$ cat src/rtl/adc_pkg.sv
// adc_pkg: constants and types shared by the ADC slicer and the frame
// serializer, plus the serializer read-side state encoding.
package adc_pkg;

    localparam int ADC_SAMPLE_W          = 18;
    localparam int ADC_SAMPLES_PER_FRAME = 12;
    localparam int ADC_FRAME_W           = ADC_SAMPLE_W * ADC_SAMPLES_PER_FRAME;
    localparam int ADC_CHANNELS          = 4;

    typedef logic [ADC_SAMPLE_W-1:0] adc_sample_t;
    typedef logic [ADC_FRAME_W-1:0]  adc_frame_t;

    // Read side is either waiting for a frame or streaming the head frame.
    typedef enum logic {
        SER_IDLE   = 1'b0,
        SER_STREAM = 1'b1
    } ser_state_t;

    // Counter width for a 0..n-1 counter, never narrower than one bit.
    function automatic int cnt_width(input int n);
        return (n > 1) ? $clog2(n) : 1;
    endfunction

endpackage

$ cat src/rtl/adc_frame_serializer_if.sv
// adc_frame_serializer_if: AXI-Stream style sample output of the serializer.
interface adc_frame_serializer_if
    import adc_pkg::*;
#(
    parameter int SAMPLE_W = ADC_SAMPLE_W
) ();

    logic [SAMPLE_W-1:0] m_tdata;
    logic                m_tvalid;
    logic                m_tready;
    logic                m_tlast;
    logic                m_tuser;

    modport master (
        output m_tdata,
        output m_tvalid,
        output m_tlast,
        output m_tuser,
        input  m_tready
    );

    modport slave (
        input  m_tdata,
        input  m_tvalid,
        input  m_tlast,
        input  m_tuser,
        output m_tready
    );

endinterface

$ cat src/rtl/adc_frame_buf2.sv
// adc_frame_buf2: two-entry ping-pong frame store. Push and pop may occur in
// the same cycle, including when full (the caller only pushes while full if it
// also pops, so the slot being overwritten is the one leaving).
module adc_frame_buf2
    import adc_pkg::*;
#(
    parameter int FRAME_W = ADC_FRAME_W
) (
    input  logic               clk,
    input  logic               rst_n,
    input  logic               push,
    input  logic [FRAME_W-1:0] push_data,
    input  logic               pop,
    output logic [FRAME_W-1:0] head,
    output logic [1:0]         level,
    output logic               full,
    output logic               empty
);

    logic [FRAME_W-1:0] mem [2];
    logic               wr_ptr;
    logic               rd_ptr;
    logic [1:0]         level_q;

    // Frame storage is data only; validity is tracked by the level counter.
    always_ff @(posedge clk) begin
        if (push) begin
            mem[wr_ptr] <= push_data;
        end
    end

    // Pointers and occupancy; reset empties the store.
    always_ff @(posedge clk or negedge rst_n) begin
        if (!rst_n) begin
            wr_ptr  <= 1'b0;
            rd_ptr  <= 1'b0;
            level_q <= 2'd0;
        end else begin
            if (push) begin
                wr_ptr <= ~wr_ptr;
            end
            if (pop) begin
                rd_ptr <= ~rd_ptr;
            end
            level_q <= level_q + {1'b0, push} - {1'b0, pop};
        end
    end

    assign head  = mem[rd_ptr];
    assign level = level_q;
    assign full  = (level_q == 2'd2);
    assign empty = (level_q == 2'd0);

endmodule

$ cat src/rtl/adc_frame_serializer.sv
// adc_frame_serializer: buffers up to two ADC frames and streams them one
// sample per handshake, oldest first, with tuser/tlast packet framing.
// Optional build macro ADC_SER_DROP_CNT_EN adds a saturating dropped-frame
// counter on drop_count; without it drop_count is tied to zero.
module adc_frame_serializer
    import adc_pkg::*;
#(
    parameter int SAMPLE_W       = ADC_SAMPLE_W,
    parameter int SAMPLES        = ADC_SAMPLES_PER_FRAME,
    parameter int FRAMES_PER_PKT = 64
) (
    input  logic                         clk,
    input  logic                         rst_n,
    input  logic [SAMPLE_W*SAMPLES-1:0]  data_in,
    input  logic                         data_in_valid,
    adc_frame_serializer_if.master       axis,
    output logic [1:0]                   buf_level,
    output logic                         overflow,
    input  logic                         ovf_clr,
    output logic [15:0]                  drop_count
);

    localparam int FRAME_W = SAMPLE_W * SAMPLES;
    localparam int IDX_W   = cnt_width(SAMPLES);
    localparam int FC_W    = cnt_width(FRAMES_PER_PKT);
    localparam logic [IDX_W-1:0] IDX_LAST = IDX_W'(SAMPLES - 1);
    localparam logic [FC_W-1:0]  FC_LAST  = FC_W'(FRAMES_PER_PKT - 1);

    ser_state_t          state_q;
    ser_state_t          state_d;
    logic [IDX_W-1:0]    idx_q;
    logic [FC_W-1:0]     fc_q;
    logic [FRAME_W-1:0]  head;
    logic [SAMPLE_W-1:0] head_sample;
    logic                buf_full;
    logic                buf_empty;
    logic                handshake;
    logic                pop;
    logic                push;
    logic                drop;

    assign handshake = axis.m_tvalid & axis.m_tready;
    assign pop       = handshake && (idx_q == IDX_LAST);
    assign push      = data_in_valid && (!buf_full || pop);
    assign drop      = data_in_valid && buf_full && !pop;

    adc_frame_buf2 #(
        .FRAME_W (FRAME_W)
    ) u_buf (
        .clk       (clk),
        .rst_n     (rst_n),
        .push      (push),
        .push_data (data_in),
        .pop       (pop),
        .head      (head),
        .level     (buf_level),
        .full      (buf_full),
        .empty     (buf_empty)
    );

    // Select the current sample of the head frame from registered storage.
    always_comb begin
        head_sample = '0;
        for (int k = 0; k < SAMPLES; k++) begin
            if (idx_q == IDX_W'(k)) begin
                head_sample = head[k*SAMPLE_W +: SAMPLE_W];
            end
        end
    end

    // Read-side state register.
    always_ff @(posedge clk or negedge rst_n) begin
        if (!rst_n) begin
            state_q <= SER_IDLE;
        end else begin
            state_q <= state_d;
        end
    end

    // Next state follows buffer occupancy; outputs are zero unless streaming.
    always_comb begin
        state_d       = state_q;
        axis.m_tvalid = 1'b0;
        axis.m_tdata  = '0;
        axis.m_tuser  = 1'b0;
        axis.m_tlast  = 1'b0;
        case (state_q)
            SER_IDLE: begin
                if (push) begin
                    state_d = SER_STREAM;
                end
            end
            SER_STREAM: begin
                axis.m_tvalid = !buf_empty;
                axis.m_tdata  = head_sample;
                axis.m_tuser  = (fc_q == '0) && (idx_q == '0);
                axis.m_tlast  = (fc_q == FC_LAST) && (idx_q == IDX_LAST);
                if (pop && !push && (buf_level == 2'd1)) begin
                    state_d = SER_IDLE;
                end
            end
            default: state_d = SER_IDLE;
        endcase
    end

    // Sample index advances per handshake; frame counter advances per pop.
    always_ff @(posedge clk or negedge rst_n) begin
        if (!rst_n) begin
            idx_q <= '0;
            fc_q  <= '0;
        end else begin
            if (handshake) begin
                idx_q <= (idx_q == IDX_LAST) ? '0 : idx_q + 1'b1;
            end
            if (pop) begin
                fc_q <= (fc_q == FC_LAST) ? '0 : fc_q + 1'b1;
            end
        end
    end

    // Sticky overflow; a drop in the same cycle as a clear leaves it set.
    always_ff @(posedge clk or negedge rst_n) begin
        if (!rst_n) begin
            overflow <= 1'b0;
        end else if (drop) begin
            overflow <= 1'b1;
        end else if (ovf_clr) begin
            overflow <= 1'b0;
        end
    end

`ifdef ADC_SER_DROP_CNT_EN
    // Saturating dropped-frame counter; a drop coinciding with a clear counts as one.
    always_ff @(posedge clk or negedge rst_n) begin
        if (!rst_n) begin
            drop_count <= 16'd0;
        end else if (drop) begin
            if (ovf_clr) begin
                drop_count <= 16'd1;
            end else if (drop_count != 16'hFFFF) begin
                drop_count <= drop_count + 16'd1;
            end
        end else if (ovf_clr) begin
            drop_count <= 16'd0;
        end
    end
`else
    assign drop_count = 16'd0;
`endif

endmodule

$ cat src/flat_wrapper.sv
// flat-port wrapper written by rule: the top's interface ports become plain ports
module adc_frame_serializer_flat import adc_pkg::*;
#(
    parameter int SAMPLE_W       = ADC_SAMPLE_W,
    parameter int SAMPLES        = ADC_SAMPLES_PER_FRAME,
    parameter int FRAMES_PER_PKT = 64
)
  (clk, rst_n, data_in, data_in_valid, buf_level, overflow, ovf_clr, drop_count, axis_m_tdata, axis_m_tvalid, axis_m_tlast, axis_m_tuser, axis_m_tready);
  adc_frame_serializer_if #(.SAMPLE_W(SAMPLE_W)) axis_i ();
  input  logic clk;
  input  logic rst_n;
  input  logic [SAMPLE_W*SAMPLES-1:0] data_in;
  input  logic data_in_valid;
  output logic [1:0] buf_level;
  output logic overflow;
  input  logic ovf_clr;
  output logic [15:0] drop_count;
  output wire logic [$bits(axis_i.m_tdata)-1:0] axis_m_tdata;
  output wire logic [$bits(axis_i.m_tvalid)-1:0] axis_m_tvalid;
  output wire logic [$bits(axis_i.m_tlast)-1:0] axis_m_tlast;
  output wire logic [$bits(axis_i.m_tuser)-1:0] axis_m_tuser;
  input wire logic [$bits(axis_i.m_tready)-1:0] axis_m_tready;
  assign axis_m_tdata = axis_i.m_tdata;
  assign axis_m_tvalid = axis_i.m_tvalid;
  assign axis_m_tlast = axis_i.m_tlast;
  assign axis_m_tuser = axis_i.m_tuser;
  assign axis_i.m_tready = axis_m_tready;
  adc_frame_serializer #(.SAMPLE_W(SAMPLE_W), .SAMPLES(SAMPLES), .FRAMES_PER_PKT(FRAMES_PER_PKT)) u_core (.clk(clk), .rst_n(rst_n), .data_in(data_in), .data_in_valid(data_in_valid), .axis(axis_i), .buf_level(buf_level), .overflow(overflow), .ovf_clr(ovf_clr), .drop_count(drop_count));
endmodule
$ cat config.mk
export PLATFORM = sky130hd
export DESIGN_NAME = adc_frame_serializer_flat
export DESIGN_NICKNAME = d
export VERILOG_FILES = /design/src/rtl/adc_pkg.sv /design/src/rtl/adc_frame_serializer_if.sv /design/src/rtl/adc_frame_buf2.sv /design/src/rtl/adc_frame_serializer.sv /design/src/flat_wrapper.sv
export SDC_FILE = /design/constraint.sdc
export NUM_CORES = 1
export LEC_CHECK = 0
export BUFFER_PORTS_ARGS = -buffer_cell sky130_fd_sc_hd__buf_4
export CORE_ASPECT_RATIO = 0.9
export CORE_UTILIZATION = 40
export CTS_CLUSTER_DIAMETER = 60
export DETAILED_ROUTE_END_ITERATION = 7
export SLEW_MARGIN = 20
export SYNTH_ARGS = -nofsm -noshare
export SYNTH_HDL_FRONTEND = slang
export SYNTH_SLANG_ARGS = --single-unit
$ cat constraint.sdc
create_clock -name clk -period 10.8 [get_ports clk]
set_clock_uncertainty 0.2 [all_clocks]
set_input_delay 2.16 -clock clk [delete_from_list [all_inputs] [get_ports clk]]
set_output_delay 2.16 -clock clk [all_outputs]
set_load 0.01 [all_outputs]
* After elaboration in Yosys (flattened, before gate mapping)
Memories as Yosys holds them, arrays and structs flattened. Cells that the tools add are included.
Cells by class: $add $sub $neg 4, equal/unequal tests 14, multiplexer cells 24, bitwise operators 4, reductions and logical operators 17
Operators with widths (number):
- $mux W18 | 13
- $eq A4 B3 Y1 const B | 4
- $eq A4 B4 Y1 const B | 4
- $eq A4 B2 Y1 const B | 2
- $logic_and A1 B1 Y1 | 8
- $mux W1 | 8
- $add A6 B1 Y6 const B | 1
- $eq A6 B6 Y1 const B | 1
- $logic_not A6 Y1 | 1
- $mux W6 | 1
- $add A4 B1 Y4 const B | 1
- $eq A4 B1 Y1 const B | 1
- $logic_not A1 Y1 | 4
- $logic_not A4 Y1 | 1
- $mux W4 | 1
- $not A1 Y1 | 3
- $add A2 B1 Y2 | 1
- $eq A2 B1 Y1 const B | 1
- $eq A2 B2 Y1 const B | 1
- $logic_not A2 Y1 | 1
- $pmux W1 S2 | 1
- $reduce_bool A2 Y1 | 1
- $sub A2 B1 Y2 | 1
- $and A1 B1 Y1 | 1
- $logic_or A1 B1 Y1 | 1
Storage, ports and cells: flip-flop bits (word level) 16, bits in writable memories 432, bits of input ports 221, output and inout bits 40, logic and storage cells 71, memories kept 1
Memory list:
- u_core.u_buf.mem | words 2, bits a word 216, rd ports 1, clocked after Yosys merged registers in 0, write ports 1, line adc_frame_buf2.sv:20 | logic [FRAME_W-1:0] mem [2];

* Depth between registers and ports, before layout
depth in word-level cells 14, mapped depth 11

* Hierarchy
A second synthesis with hierarchy kept.
Second synthesis, totals: cell total of the unflattened synthesis 1184, area, all modules 19690.1 um^2
Modules (own cells, without submodules):
- adc_frame_buf2 | times used 1, cells an instance 687, area an instance 16309.4 um^2, seq. area each 13072.5 um^2
- adc_frame_serializer | times used 1, cells an instance 497, area an instance 3380.7 um^2, seq. area each 300.3 um^2

* Least setup slack after synthesis
OpenSTA, ideal clock, no wires.
path type input-to-reg, from input axis_m_tready, to memory u_core.u_buf.mem[0][0] (netlist bit), enable pin, arrival 11537 ps, slack -1734 ps, stages on the path 4, path buffers 0, cell sequence nand3_1 nand2_1 nand2_1 nor2_1
Between the ends: longest elaborated chain between the ends 6
Ends and longest elaborated chain:
- from (decl) | line flat_wrapper.sv:22 | input wire logic [$bits(axis_i.m_tready)-1:0] axis_m_tready;
- $and A1 B1 Y1 | line adc_frame_serializer.sv:42 | assign handshake = axis.m_tvalid & axis.m_tready;
- $logic_and A1 B1 Y1 | line adc_frame_serializer.sv:43 | assign pop = handshake && (idx_q == IDX_LAST);
- $logic_or A1 B1 Y1 | line adc_frame_serializer.sv:44 | assign push = data_in_valid && (!buf_full || pop);
- $logic_and A1 B1 Y1 | line adc_frame_serializer.sv:44
- $mux W1 | line adc_frame_buf2.sv:27 | if (push) begin
- $mux W1 (implied by the code) | line adc_frame_buf2.sv:28 | mem[wr_ptr] <= push_data;
- to (decl) | line adc_frame_buf2.sv:20
Every way passes these cells.

* Final worst setup path
from register u_core.u_buf.rd_ptr, to output axis_m_tdata[16]
Between the ends: longest elaborated chain between the ends 14
Ends and longest elaborated chain:
- from (decl) | line adc_frame_buf2.sv:22 | logic rd_ptr;
- from (signal assigned) | line adc_frame_buf2.sv:43 | rd_ptr <= ~rd_ptr;
- $mem_v2 Z2 W216 (*)
- $mux W18 (11 in a row) | line adc_frame_serializer.sv:65 | if (idx_q == IDX_W'(k)) begin
- $mux W18 (*) | line adc_frame_serializer.sv:65
- $mux W18 (*) | line adc_frame_serializer.sv:87 | case (state_q)
- to (decl) | line flat_wrapper.sv:18 | output wire logic [$bits(axis_i.m_tdata)-1:0] axis_m_tdata;
Mark *: on every way between the ends. The rest lies on a longest branch, timed or not.

==> metrics.md <==
| Metric | Value |
|---|---|
| RR Startpoint | `u_core.idx_q[0]` |
| Pre-Repair DR Iteration Count | `4` |
| Leak | `7.94 nW` |
| RePlAce Congestion | `0.846` |
| Async S/R FF share, synth | `3.57%` |
| PostCTS Resize Cnt | `0` |
| Reg-to-reg setup timing slack | `5.85 ns` |
| Pwr Density | `266 mW/mm^2` |
| Root Driver | `clkbuf_16` |
| Vias per cell | `5.25` |
| Layout cell share with drive strength beyond 1 | `24.7%` |
| CTS tree | `done` |
| Register area share after synthesis | `73.8%` |
| Initial Utilization | `40.8%` |
| Setup bufs post-CTS | `0` |
| Num CTS Buffers | `47` |
| WL final | `43,100 um` |
| Area after DPL | `0.0205 mm^2` |
| FP Rows | `73` |
| # Max-Cap Violations | `0` |
| Outcome | `completed` |
| Hold Crit Start | `u_core.fc_q[4]` |
| Cts hold-fix bufs | `0` |
| Drt drc | `0` |
| Hold Fails Final Rpt | `0` |
| Post-Syn Area | `0.0181 mm^2` |
| Relative slew slack | `33.1%` |
| Reg clk slew, reported paths | `0.06 ns` |
| Die Wd | `226 um` |
| Kind of critical path | `flop to primary output` |
| Routed length per instance | `21.9 um` |
| Via count | `10,300` |
| Crit path DAT | `3.64 ns` |
| Core area | `0.0444 mm^2` |
| Number of flops mapped to enable cells by yosys | `432` |
| Vias in the first global route | `10,500` |
| Met1 wire length | `17,400 um` |
| Max Used Layer | `met5` |
| Synth top area cells | `edfxtp_1 72%, mux2i_1 12%, dfrtp_1 2.2%, a31oi_1 1.8%, o22ai_1 1.8%` |
| Reg2Reg Depth | `7` |
| Antenna violations before repair | `8` |
| Register bit count reported by yosys | `448` |
| RSZ-0062 raised after global routing | `no` |
| Hold path depth | `1` |
| Final worst path period share | `55.5%` |
| CP endpoint kind | `primary output` |
| Worst Setup Start Kind | `flop` |
| Measured slew at the worst slew-check pin | `1.00 ns` |
| Port bufs | `244` |
| WHS Endpoint | `u_core.fc_q[4]` |
| Remaining antenna violation count after routing | `0` |
| Final-stage net count | `1,559` |
| Global-route usage over all layers | `18.7%` |
| Max-slew violations | `0` |
| Clk buf depth | `3` |
| Fill count | `3,809` |
| Post-Syn Instances | `1,088` |
| Synth unique cells | `48` |
| Fmax | `167 MHz` |
| Synth area leader | `edfxtp_1` |
| Maximum VDD drop | `0.153 mV` |
| Io pins | `261` |
| H-tree depth | `2` |
| Routed wl met3 | `3010 um` |
| Setup violations, final | `0` |
| Clk Latency, worst-skew pair | `0.56 ns` |
| Top FF cell, synth | `edfxtp_1` |
| First-pass GRT wire length | `63,300 um` |
| DRT iter0 DRCs | `790` |
| Largest net degree at the start of global routing | `94` |
| Top-area cell type share of the netlist area | `71.6%` |
| Final Critical Period | `6.00 ns` |
| Final Cell Area | `0.0220 mm^2` |
| Max FO, Critical Path | `93` |
| Die height | `204 um` |
| Required @ worst endpoint | `8.44 ns` |
| Die area | `0.0462 mm^2` |
| Remaining global-route overflow | `0` |
| Met2 WL post-DR | `21,700 um` |
| Reg2reg end | `u_core.u_buf.mem[1][14]` |
| Area grow syn2layout | `21.1%` |
| Yosys warnings | `0` |
| Hold WC Path Type | `flop to flop` |
| Setup TNS | `0 ns` |
| Dpl hpwl | `28,800 um` |
| Syn avg cell area | `16.7 um^2` |
| Clk sink count | `448` |
how the worst max path moves through the flow:
stage                                   start                      end  slack (ns)
after global placement          axis_m_tready  u_core.u_buf.mem[1][11]        5.19
after detailed placement        axis_m_tready  u_core.u_buf.mem[1][47]        5.17
after CTS                 u_core.u_buf.rd_ptr         axis_m_tdata[16]        4.80
final                     u_core.u_buf.rd_ptr         axis_m_tdata[16]        4.80
after global routing      u_core.u_buf.rd_ptr         axis_m_tdata[16]        4.65
after floorplan                 axis_m_tready   u_core.u_buf.mem[0][0]        1.92
report_power, final:
group	switching (mW)	internal, mW
registers	0.151	2.38
clock network	0.651	0.896
logic	1.06	0.697
synth_stat cells (2+ instances only):
cell,n
inv_1,8
nor3_1,2
xnor2_1,6
a22oi_1,35
o21a_1,2
nand3b_1,5
ha_1,9
buf_4,21
clkbuf_1,22
nand3_1,6
a211o_1,17
edfxtp_1,432
nor2b_1,3
dfrtp_1,16
and3b_1,4
o22ai_1,53
buf_6,3
and3_1,5
mux2_2,3
buf_2,34
o21ai_0,24
nand2_1,45
mux2i_1,215
nand4_1,18
nor2_1,24
a31oi_1,53
or3b_2,2
layout make-up:
| cell class | instances | area, um^2 | share of cell area [%] |
|---|---|---|---|
| repair buffers | 259 | 1960 | 8.91 |
| clock buffers | 55 | 1210 | 5.49 |
| clock inverters | 32 | 268 | 1.22 |
| well taps | 600 | 751 | 3.42 |
| multi-input cells | 565 | 4360 | 19.8 |
| inverters | 8 | 30.0 | 0.137 |
| diodes | 4 | 10.0 | 0.0456 |
| flip-flops and latches | 448 | 13400 | 60.9 |
layer usage:
| metal | track usage [%] | vias up |
|---|---|---|
| met5 | 0 | - |
| met2 | 31.7 | 285 |
| li1 | - | 4813 |
| met1 | 23.5 | 5162 |
| met4 | 5.31 | 10 |
| met3 | 4.82 | 68 |
worst max-delay path, cell delays in order (launching register included):
cell and delay [ns]:
dfrtp_4 0.98, buf_12 0.51, mux2i_1 0.26, o22ai_1 0.10
a211oi_1 0.38, o211ai_1 0.20, and3_1 0.24, buf_4 0.15
per-stage QoR:
| step | std cells | setup slack [ns] | utilization, % | power (mW) | hold WS [ns] |
|---|---|---|---|---|---|
| global route | 1967 | 4.65 | 49.4 | 6.12 | 0.362 |
| CTS | 1967 | 4.80 | 49.4 | 5.91 | 0.331 |
| global placement | 1880 | 5.19 | 46.1 | 4.33 | 0.312 |
| detailed placement | 1880 | 5.17 | 46.1 | 4.35 | 0.323 |
| finish | 1971 | 4.80 | 49.5 | 5.83 | 0.333 |
| floorplan | 1103 | 1.92 | - | 3.73 | 0.279 |
kinds of logic after synthesis:
| kind of cell | after synthesis | synth area share [%] |
|---|---|---|
| AO/OA/AOI/OAI | 194 | 7.10 |
| XOR/XNOR | 6 | 0.290 |
| adder cells (fa/ha/maj) | 9 | 0.621 |
| buffers and inverters | 90 | 2.68 |
| flip-flops | 448 | 73.8 |
| multiplexers | 218 | 12.1 |
| other | 1 | 0.0207 |
| AND/OR/NAND/NOR | 122 | 3.45 |
cells in the final DEF, fill, tap and decap left out, drive strengths merged, types with 24 or more instances in the layout:
cell type	count
o22ai	53
mux2i	215
o21ai	25
edfxtp	432
clkbuf	55
a31oi	53
nand2	45
a22oi	35
buf	259
nor2	24
flip-flops by register name, indices dropped and copies added, names as in the netlist:
name and flops:
u_core.idx_q 4, u_core.u_buf.rd_ptr 1, u_core.fc_q 6, u_core.overflow 1
u_core.state_q 1, u_core.u_buf.wr_ptr 1, u_core.u_buf.mem 432, u_core.u_buf.level 2
Power figures use the tool's default switching activity.
